File: src/rtl/writeback.sv
// Writeback stage: MEM/WB pipeline register, single-shot register-file write,
// WB->decode bypass and a retired-instruction counter.
module writeback #(
    parameter int unsigned N = 64
) (
    input  logic         clk,
    input  logic         reset_n,
    input  logic         stall_W,
    input  logic         flush_W,
    input  logic         valid_M,
    input  logic         regWrite_M,
    input  logic         memToReg_M,
    input  logic [N-1:0] aluResult_M,
    input  logic [N-1:0] readData_M,
    input  logic [4:0]   wa3_M,
    input  logic [4:0]   ra1_D,
    input  logic [4:0]   ra2_D,
    input  logic [N-1:0] rd1_D,
    input  logic [N-1:0] rd2_D,
    output logic         regWrite_D,
    output logic [4:0]   wa3_D,
    output logic [N-1:0] writeData3_D,
    output logic [N-1:0] fwd1_D,
    output logic [N-1:0] fwd2_D,
    output logic [31:0]  retired_W
);

    localparam int unsigned AW = 5;
    localparam int unsigned CW = 32;
    localparam logic [AW-1:0] XZR = AW'(31);

    typedef struct packed {
        logic          valid;
        logic          reg_write;
        logic          mem_to_reg;
        logic [N-1:0]  alu_result;
        logic [N-1:0]  read_data;
        logic [AW-1:0] wa3;
    } memwb_t;

    memwb_t        memwb_q, memwb_d;
    logic          written_q, written_d;
    logic [CW-1:0] retired_q, retired_d;
    logic          wb_pend_c;
    logic [N-1:0]  wd_c;

    // Register-file write/bypass view of the MEM/WB contents
    always_comb begin
        wb_pend_c    = memwb_q.valid & memwb_q.reg_write & (memwb_q.wa3 != XZR);
        wd_c         = memwb_q.mem_to_reg ? memwb_q.read_data : memwb_q.alu_result;
        regWrite_D   = wb_pend_c & ~written_q;
        wa3_D        = memwb_q.wa3;
        writeData3_D = wd_c;
        fwd1_D       = (wb_pend_c && (ra1_D == memwb_q.wa3)) ? wd_c : rd1_D;
        fwd2_D       = (wb_pend_c && (ra2_D == memwb_q.wa3)) ? wd_c : rd2_D;
        retired_W    = retired_q;
    end

    // Next state: flush beats stall beats capture; written_d remembers a write
    // already issued while the instruction is held.
    always_comb begin
        memwb_d   = memwb_q;
        written_d = written_q;
        retired_d = retired_q + CW'(memwb_q.valid & ~stall_W & ~flush_W);
        if (flush_W) begin
            memwb_d.valid = 1'b0;
            written_d     = 1'b0;
        end else if (stall_W) begin
            written_d = written_q | regWrite_D;
        end else begin
            memwb_d.valid      = valid_M;
            memwb_d.reg_write  = regWrite_M;
            memwb_d.mem_to_reg = memToReg_M;
            memwb_d.alu_result = aluResult_M;
            memwb_d.read_data  = readData_M;
            memwb_d.wa3        = wa3_M;
            written_d          = 1'b0;
        end
    end

    always_ff @(posedge clk or negedge reset_n) begin
        if (!reset_n) begin
            memwb_q   <= '0;
            written_q <= 1'b0;
            retired_q <= '0;
        end else begin
            memwb_q   <= memwb_d;
            written_q <= written_d;
            retired_q <= retired_d;
        end
    end

endmodule

File: config.mk
export PLATFORM = sky130hd
export DESIGN_NAME = writeback
export DESIGN_NICKNAME = d
export VERILOG_FILES = /design/src/rtl/writeback.sv
export SDC_FILE = /design/constraint.sdc
export NUM_CORES = 1
export LEC_CHECK = 0
export CAP_MARGIN = 25
export CORE_UTILIZATION = 25
export DETAILED_ROUTE_END_ITERATION = 10
export SYNTH_ARGS = -nofsm -noshare
export SYNTH_HDL_FRONTEND = slang
export SYNTH_SLANG_ARGS = --single-unit
File: constraint.sdc
create_clock -name clk -period 2.42 [get_ports clk]
set_input_delay 0.484 -clock clk [delete_from_list [all_inputs] [get_ports clk]]
set_output_delay 0.484 -clock clk [all_outputs]
set_load 0.005 [all_outputs]
==> flow_summary_export.csv, run 1 <==
group,metric,value,unit
global_route,grt-ovfl-total,0,
synthesis,synth-simple-area-share,4.32,%
power,p_leak,0.00792,uW
timing,rsz0062_at_grt,"true",
synthesis,ys_top_cells_by_count,"219 x mux2_2, 169 x dfrtp_1, 108 x mux2_4",
clocking,clockBufferDepth,2,
synthesis,yosysWarnings,0,
clocking,numCtsBuffers,17,
timing,fmax,0.319,GHz
clocking,tritoncts,"yes",
power,switching_share,28.9,%
power,ir_drop,0.453,mV
die,rows,70,
synthesis,synth_most_common_cell,"mux2_2",
route,remaining_drc_errors,0,
timing,relSlewSlack,55.2,%
power,powerDensity,531,nW/um^2
run,max_cap_viol_count,0,
timing,skew,0.0118,ns
timing,tightest_slew,0.672,ns
synthesis,synth_top_family_by_area,"multiplexers",
timing,period_share,129,%
synthesis,synth_cell_types,30,
global_route,grt_pass1_vias,8434,
die,design.die.area,38400,sq um
placed_design,gp_congestion,0.770,
route,vias,7711,
layout,instances_no_fill,1745,
status,status,"finished, violations left",
die,fp.coreArea,36800,sq um
setup_path,critPathRequiredTime,1.94,ns
status,violations,"setup timing",
synthesis,synth_area,9410,sq um
synthesis,mappedNetlistNets,924,
layout,drive_gt1_share,52.1,%
power,p_sw,2650,uW
power,seqPwrFrac,37.1,%
clocking,htree_levels,4,
synthesis,synth-compound-area-share,0.226,%
timing,setup_violations,136,
route,firstDrtPassIters,4,
timing,post-route-min-period,3.13,ns
setup_path,critPathLaunchType,"flop",
synthesis,synth_area_leaders,"dfrtp_1 45%, mux2_2 26%, mux2_4 17%",
layout,syn2layout_area_growth,83.1,%
clocking,clockRootBuffer,"clkbuf_16",
synthesis,synth-xor-area-share,3.72,%
placed_design,place_hpwl,24.5,mm
timing,slew_violations,0,
route,vias_per_cell,4.42,
timing,hold_viol_final,0,
route,drtIter0Drc,162,
power,intPower,6510,uW
synthesis,synth_async_sr_flop_share,100,%
die,ios,508,
synthesis,synth_fa_ha_area_share,0.266,%
synthesis,synth_largest_area_cell,"dfrtp_1",
global_route,grt_max_degree,85,
layout,fin_nets,1543,
power,clkPwrFrac,30.0,%
clocking,clk_pin_slew,0.08,ns
synthesis,synth.avg_cell_area,14.6,sq um
clocking,clock_latency,0.43,ns
global_route,antenna_found_initial,1,
setup_path,path_class,"flop to primary output",
power,combinationalPowerShare,32.9,%
synthesis,yosysSeqAreaShare,44.9,%
placed_design,portBuffers,507,
setup_path,crit_fanout,4,
synthesis,synth-seq-cells,169,
placed_design,pre_cts_ws,-0.846,ns
setup_path,worst_ep_arrival_time,2.65,ns
min_path,hp-class,"primary input to asynchronous set/reset pin",
die,dieHeight,196,um
route,antenna_left,0,
global_route,grt_pass1_wl,52.1,mm
layout,utilization,46.8,%
synthesis,synth_flop_cell,"dfrtp_1",
die,die_w,196,um
clocking,cts_hold_buf,0,
route,wl_per_cell,20.4,um
die,initial_utilization,25.6,%
synthesis,synth_edf_count,0,
placed_design,placedCellCount,1632,
clocking,cts.sinks,169,
timing,fin_ws,-0.713,ns
route,wl,35.5,mm
synthesis,synth_mux_area_share,43.5,%
synthesis,yosysTopAreaCellShare,44.9,%
setup_path,end_kind,"primary output",
synthesis,synthesis.instances,644,
global_route,grt_use_total,18.2,%
## power by group through the flow
stage	Clock (uW)	Combinational, uW	Sequential (uW)
detailed placement	0	2760	3450
global placement	0	2740	3440
global route	2960	3210	3450
floorplan	0	1120	3380
CTS	2840	3030	3400
finish	2740	3010	3400
## flip-flops by register name, indices dropped and copies added, names as in the netlist
signal / count
written_q: 1
retired_W: 32
memwb_q: 131
wa3_D: 5
## per-layer routing
layer	routed length [um]	GRT usage, %	vias to the layer above
met1	14600	21.8	3808
li1	-	-	3582
met3	2210	4.66	25
met2	18200	32.0	296
met5	0	0	-
met4	504	4.98	0
## cell families (layout without fill, tap and decap cells)
kind of cell               count (synthesis)  after routing
xor gates and xnor gates                  40             40
and+or+nand+nor                           64             64
muxes                                    328            328
DFF                                      169            169
other                                      0              1
adders and majority gates                  2              2
buffers and inverters                     40            672
AOI/OAI and AO/OA                          1              1
## critical path, cell delays in order (launching register included)
cell     delay (ns)
dfrtp_1        0.43
buf_6          0.15
xor2_2         0.17
nor3_4         0.26
nand4_4        0.15
buf_12         0.17
buf_12         0.12
buf_12         0.13
buf_6          0.12
buf_6          0.11
mux2_4         0.29
buf_6          0.11
## area by class of cell
type	instances	area [sq um]
flip-flops and latches	169	4240
clock inverters	15	151
well taps	468	586
repair buffers	639	6660
inverters	1	3.75
diodes	1	2.50
fillers	3350	19600
multi-input cells	435	5170
clock buffers	17	425
## layout by cell type, fill, tap and decap left out, drive strengths merged, types with 2 or more instances in the layout
| master | n |
|---|---|
| mux2 | 327 |
| xor2 | 11 |
| buf | 235 |
| nand4 | 11 |
| nor3 | 5 |
| nand3 | 17 |
| nand2 | 10 |
| dfrtp | 169 |
| inv | 9 |
| nor4 | 3 |
| ha | 2 |
| xnor2 | 29 |
| and3 | 7 |
| clkdlybuf4s50 | 312 |
| clkdlybuf4s15 | 6 |
| dlygate4sd2 | 36 |
| clkinv | 4 |
| clkbuf | 67 |
| clkinvlp | 3 |
| nor2 | 5 |
| and2 | 2 |
## metrics by stage
step	setup TNS, ns	hold slack, ns	total power [uW]	cell area, sq um
finish	-67.39	0.0475	9150	17200
global route	-78.45	0.0656	9620	17200
CTS	-76.97	0.0498	9270	17200
detailed placement	-96.53	0.480	6210	15400
global placement	-93.85	0.468	6180	15400
floorplan	0	0.188	4500	9450
## path summary, 6_finish.rpt
path	start	end	slack, ns	depth (start not counted)
worst max-delay path	wa3_D[2]$_DFFE_PN0P_	fwd2_D[32]	-0.71	11
worst min-delay path	reset_n	retired_W[29]$_DFF_PN0_	0.05	1
worst max register to register	memwb_q[135]$_DFFE_PN0P_	retired_W[12]$_DFF_PN0_	0.43	8
worst min register to register	retired_W[31]$_DFF_PN0_	retired_W[31]$_DFF_PN0_	0.49	1
max in group asynchronous	reset_n	wa3_D[4]$_DFFE_PN0P_	1.72	2
min in group clk	retired_W[31]$_DFF_PN0_	retired_W[31]$_DFF_PN0_	0.49	1
## timing repair
item	in CTS	in global routing
pin swaps	2	3
setup endpoints to repair	193	142
gates cloned	15	2
gates resized for setup	681	155
endpoints found under the hold margin	0	0
setup buffers	55	27
Power figures use the tool's default switching activity.
==> run 2, diff against run 1 <==
ABC_AREA = 1   (was unset)
RECOVER_POWER = 100   (was unset)
==> run 2 against run 1 <==
The flow finishes with violations (capacitance limit, slew limit, setup timing). Sequential share of layout area decreased by 0.43 points. Non-clock buffer count grew 25. Synthesized cell count is 120% higher. Final cell count increased by 45%. Sequential power shrank 3%. First-iteration DRC count rose to 5.9 times the previous value. Critical endpoint is now fwd2_D[20]. Wire length rose by 34%. Power up 2.3%.
==> flow_summary_export.csv, run 2 <==
group,metric,value,unit
die,die_w,203,um
global_route,grt_max_degree,78,
placed_design,placed_area,16200,sq um
layout,largest_reg_flops,131,
layout,final_cell_area,17500,sq um
setup_path,critPathTopFamily,"buffers and inverters",
timing,relSlewSlack,-0.839,%
run,max_cap_viol_count,1,
layout,drive_gt1_share,13.6,%
layout,utilization,44.0,%
synthesis,yosysWarnings,0,
synthesis,synth-seq-cells,169,
placed_design,place_hpwl,32.4,mm
layout,fill_cells,4049,
timing,fin_ws,-0.545,ns
global_route,grt_use_total,20.8,%
status,violations,"capacitance limit, slew limit, setup timing",
clocking,numCtsBuffers,17,
setup_path,cp_cell_sequence,"clkdlybuf4s50_1 > xnor2_2 > nand2_2 > nor2_4 > nand3_4 > buf_12 > clkbuf_16 > nand2_1 > nand2_1 > clkdlybuf4s50_1",
synthesis,synth_async_sr_flop_share,100,%
layout,regMostFlops,"memwb_q",
setup_path,critPathRequiredTime,1.94,ns
layout,final_common_cell,"nand2_1",
global_route,busiest_layer,"met2",
clocking,cts.sinks,169,
timing,setup_violations,194,
setup_path,rr_worst_depth,12,
global_route,use_met1,25.6,%
clocking,clock_latency,0.44,ns
setup_path,crit_buf_inv,4,
synthesis,synth.avg_cell_area,7.16,sq um
placed_design,gp_congestion,0.869,
timing,tightest_slew,1.51,ns
layout,syn2layout_area_growth,73.7,%
die,initial_utilization,25.4,%
synthesis,synth_flop_cell,"dfrtp_1",
layout,layout_common_cells,"663 x nand2_1, 383 x clkdlybuf4s50_1, 164 x dfrtp_1, 131 x nand4_1, 107 x buf_4",
synthesis,yosysTopAreaCellShare,41.9,%
placed_design,portBuffers,507,
die,rows,73,
min_path,hp-class,"primary input to asynchronous set/reset pin",
timing,hold_viol_final,0,
die,dieHeight,203,um
synthesis,synth_area_leaders,"dfrtp_1 42%, nand2_1 26%, nand4_1 8.1%",
power,p_leak,0.00883,uW
route,vias,11900,
synthesis,ys_top_cells_by_count,"688 x nand2_1, 169 x dfrtp_1, 131 x nand4_1",
setup_path,cpPeakStageDelay,0.52,ns
synthesis,synth_largest_area_cell,"dfrtp_1",
clocking,cts_hold_buf,0,
route,drtIter0Drc,949,
global_route,antenna_found_initial,3,
layout,instances_no_fill,2532,
placed_design,placedCellCount,2458,
clocking,tritoncts,"yes",
global_route,grtUsageMet2,35.8,%
route,remaining_drc_errors,0,
timing,rsz0062_at_grt,"true",
timing,period_share,123,%
synthesis,mappedNetlistNets,1690,
power,ir_drop,0.488,mV
synthesis,synthesis.instances,1410,
setup_path,r2r_setup_slack,0.46,ns
layout,fin_nets,2271,
global_route,grt_pass1_vias,11400,
route,wl,47.6,mm
setup_path,worst_ep_arrival_time,2.48,ns
synthesis,synth_cell_types,24,
setup_path,path_class,"primary input to primary output",
route,wl_per_cell,18.8,um
global_route,grt_util_met3,4.57,%
setup_path,r2r-start,"memwb_q[135]$_DFFE_PN0P_",
route,vias_per_cell,4.70,
placed_design,pre_cts_ws,-0.524,ns
synthesis,yosysSeqAreaShare,41.9,%
timing,post-route-min-period,2.96,ns
timing,slew_violations,52,
layout,multi_input_area,4900,sq um
synthesis,synth_area,10100,sq um
clocking,clockBufferDepth,2,
setup_path,critPathLaunchType,"primary input",
timing,fmax,0.337,GHz
global_route,grt-ovfl-total,0,
route,antenna_left,0,
timing,skew,0.00985,ns
setup_path,cp_slowest_cell,"clkdlybuf4s50_1",
global_route,grt_pass1_wl,65.6,mm
die,design.die.area,41200,sq um
clocking,htree_levels,4,
die,fp.coreArea,39800,sq um
synthesis,synth_most_common_cell,"nand2_1",
setup_path,end_kind,"primary output",
setup_path,crit_fanout,9,
synthesis,synth_edf_count,0,
setup_path,rr_endpoint,"retired_W[28]$_DFF_PN0_",
status,status,"finished, violations left",
layout,regArea,4240,sq um
power,powerDensity,534,nW/um^2
clocking,clk_pin_slew,0.07,ns
power,finalPower,9370,uW
route,firstDrtPassIters,5,
die,ios,508,
clocking,clockRootBuffer,"clkbuf_16",
## run 2: changes by cell type after synthesis, moves of 11 or more
cell / before / now
nand2_1: 10 / 688
clkbuf_1: 5 / 16
mux2_2: 219 / 0
buf_6: 12 / 48
mux2_4: 108 / 0
inv_1: 1 / 86
nand4_1: 8 / 131
xnor2_1: 29 / 9
nor2_1: 5 / 40
o21ai_0: 0 / 120
## run 2: worst max path at each step
stage                          from                      end  slack (ns)  cells past startpoint
2_1_floorplan               stall_W  retired_W[20]$_DFF_PN0_        0.21                     12
3_3_place_gp               ra2_D[1]               fwd2_D[27]       -0.56                      9
3_5_place_dp               ra2_D[4]                fwd2_D[3]       -0.52                      8
4_1_cts        wa3_D[3]$_DFFE_PN0P_               fwd2_D[30]       -0.55                      7
5_1_grt        wa3_D[0]$_DFFE_PN0P_               fwd2_D[20]       -0.65                      9
6_report                   ra2_D[0]               fwd2_D[20]       -0.54                     10
## run 2: per-stage QoR
step | hold slack, ns | setup TNS [ns]
6_report | 0.409 | -44.27
5_1_grt | 0.492 | -71.85
4_1_cts | 0.0162 | -69.14
3_5_place_dp | 0.458 | -63.84
3_3_place_gp | 0.454 | -62.53
2_1_floorplan | 0.188 | 0
## run 2: layout make-up
| class | count | area share, % |
|---|---|---|
| repair buffers | 664 | 38.7 |
| multi-input cells | 1052 | 27.9 |
| flip-flops and latches | 169 | 24.2 |
| well taps | 525 | 3.74 |
| clock buffers | 20 | 2.60 |
| inverters | 87 | 1.87 |
| clock inverters | 12 | 0.934 |
| diodes | 3 | 0.0428 |
## run 2: cells by family after synthesis
| family | share of synthesized area (%) |
|---|---|
| XOR/XNOR | 2.34 |
| AO/OA/AOI/OAI | 6.44 |
| flip-flops | 41.9 |
| adder cells (fa/ha/maj) | 0.248 |
| buffers and inverters | 11.4 |
| AND/OR/NAND/NOR | 37.7 |
## run 2: timing repair
action | 4_1_cts | 5_1_grt
pin swaps | 4 | 15
gates resized for setup | 66 | 167
gates cloned | 2 | 12
setup buffers | 5 | 20
endpoints found under the setup margin | 193 | 190
## run 2: power breakdown
part | switching (uW) | internal (uW)
registers | 162 | 3140
clock network | 1230 | 1690
logic | 1500 | 1640
## run 2: layer usage
| layer | vias up | part of all wire (%) |
|---|---|---|
| met3 | 77 | 7.8 |
| met2 | 508 | 49 |
| li1 | 5684 | - |
| met1 | 5626 | 41 |
| met5 | - | 0 |
| met4 | 0 | 3.2 |
==> run 3, diff against run 2 <==
CORE_ASPECT_RATIO = 2   (was unset)
CTS_CLUSTER_DIAMETER = 150   (was unset)
==> run 3 against run 2 <==
Critical path type unchanged. Sequential power about the same. Critical endpoint is now fwd1_D[42]. Worst hold slack improved by 0.062 ns. The flow still finishes with violations (capacitance limit, slew limit, setup timing). Non-clock buffer count fell by 20. Highest routed layer is now met5. Final cell count down 0.43%. Sequential share of layout area grew 0.59 points.
==> flow_summary_export.csv, run 3 (synthesis gave the netlist of run 2 again) <==
group,metric,value,unit
status,status,"finished, violations left",
status,violations,"capacitance limit, slew limit, setup timing",
power,ir_drop,0.487,mV
layout,layout_common_cells,"668 x nand2_1, 404 x clkdlybuf4s50_1, 164 x dfrtp_1, 131 x nand4_1, 114 x o21ai_0",
timing,slew_violations,27,
die,dieHeight,286,um
placed_design,place_hpwl,34.7,mm
layout,instances_no_fill,2521,
timing,setup_violations,284,
route,wl_per_cell,19.1,um
placed_design,placedCellCount,2454,
layout,final_common_cell,"nand2_1",
clocking,clk_pin_slew,0.06,ns
setup_path,crit_fanout,38,
clocking,clockRootBuffer,"clkbuf_16",
clocking,htree_levels,4,
placed_design,gp_congestion,0.942,
global_route,grt_pass1_vias,11400,
timing,relSlewSlack,-13.2,%
clocking,clock_latency,0.44,ns
route,vias_per_cell,4.63,
clocking,clockBufferDepth,2,
route,antenna_left,0,
clocking,cts.sinks,169,
layout,multi_input_area,4840,sq um
timing,fin_ws,-0.532,ns
timing,post-route-min-period,2.95,ns
layout,utilization,43.1,%
layout,syn2layout_area_growth,69.5,%
clocking,numCtsBuffers,17,
power,p_leak,0.00828,uW
route,wl,48.1,mm
timing,tightest_slew,1.70,ns
setup_path,critPathRequiredTime,1.94,ns
placed_design,pre_cts_ws,-0.531,ns
layout,regArea,4240,sq um
setup_path,worst_ep_arrival_time,2.47,ns
timing,rsz0062_at_grt,"true",
global_route,grt-ovfl-total,0,
timing,skew,0.0138,ns
route,remaining_drc_errors,0,
die,fp.coreArea,39700,sq um
global_route,grt_use_total,22.2,%
global_route,antenna_found_initial,16,
die,rows,103,
clocking,tritoncts,"yes",
die,die_w,144,um
global_route,grt_max_degree,158,
die,ios,508,
power,powerDensity,536,nW/um^2
die,initial_utilization,25.4,%
timing,hold_viol_final,0,
global_route,grt_pass1_wl,67.3,mm
setup_path,end_kind,"primary output",
route,firstDrtPassIters,5,
route,drtIter0Drc,596,
die,design.die.area,41300,sq um
route,vias,11700,
timing,fmax,0.339,GHz
layout,largest_reg_flops,131,
setup_path,critPathLaunchType,"primary input",
layout,fin_nets,2251,
layout,drive_gt1_share,12.4,%
timing,period_share,122,%
placed_design,portBuffers,507,
setup_path,rr_worst_depth,10,
min_path,hp-class,"flop to flop",
layout,fill_cells,4110,
layout,regMostFlops,"memwb_q",
run,max_cap_viol_count,1,
setup_path,path_class,"primary input to primary output",
min_path,min_path_cells,2,
## run 3: per-stage QoR
step	TNS [ns]	hold slack [ns]	power [uW]	instance area, sq um
after global routing	-99.24	0.489	9650	17100
after floorplan	0	0.188	4410	10100
final	-51.45	0.470	9170	17100
after detailed placement	-66.54	0.379	6310	16100
after global placement	-63.77	0.376	6290	16100
after CTS	-64.35	0.462	9230	16800
## run 3: final timing paths
kind                                     startpoint                       to  slack, ns
hold / removal              memwb_q[24]$_DFFE_PN0P_  memwb_q[24]$_DFFE_PN0P_       0.47
setup / recovery                           ra1_D[4]               fwd1_D[42]      -0.53
setup reg to reg           memwb_q[135]$_DFFE_PN0P_  retired_W[20]$_DFF_PN0_       0.35
hold reg to reg             memwb_q[24]$_DFFE_PN0P_  memwb_q[24]$_DFFE_PN0P_       0.47
max in group asynchronous                   reset_n  memwb_q[44]$_DFFE_PN0P_       0.18
min in group asynchronous                   reset_n   retired_W[8]$_DFF_PN0_       1.02
## run 3: area by class of cell
cell class | count | share of cell area (%)
Timing Repair Buffer | 644 | 37.6
Multi-Input combinational cell | 1052 | 28.3
Sequential cell | 169 | 24.8
Tap cell | 525 | 3.84
Clock buffer | 19 | 2.59
Inverter | 87 | 1.91
Clock inverter | 12 | 0.818
Antenna cell | 13 | 0.190
## run 3: worst max-delay path, cell delays in order
cell and delay [ns]:
clkdlybuf4s50_1 0.50, xor2_2 0.19, nor2_4 0.07, buf_12 0.15
nand3_4 0.11, buf_12 0.22, nand2_1 0.08, nand2_1 0.07
clkdlybuf4s50_1 0.53
## run 3: per-layer routing
layer	global-route usage, %	vias up	share of wire [%]
li1	-	5628	-
met1	23.9	5472	37
met2	39.9	472	51
met3	4.36	104	6.1
met4	11.9	6	5.1
met5	0	-	0.083
## run 3: what timing repair did
item | 4_1_cts | 5_1_grt
hold buffers | 1 | 0
setup buffers | 4 | 13
pin swaps | 6 | 18
hold endpoints to repair | 26 | 0
gates resized for setup | 103 | 116
gates cloned | 1 | 5
setup endpoints to repair | 193 | 195
## run 3: where the power goes
part           leakage (uW)  switching [uW]  internal [uW]  total (uW)
registers           0.00212             166           3140        3310
clock network      0.000277            1220           1560        2780
logic               0.00589            1470           1620        3090
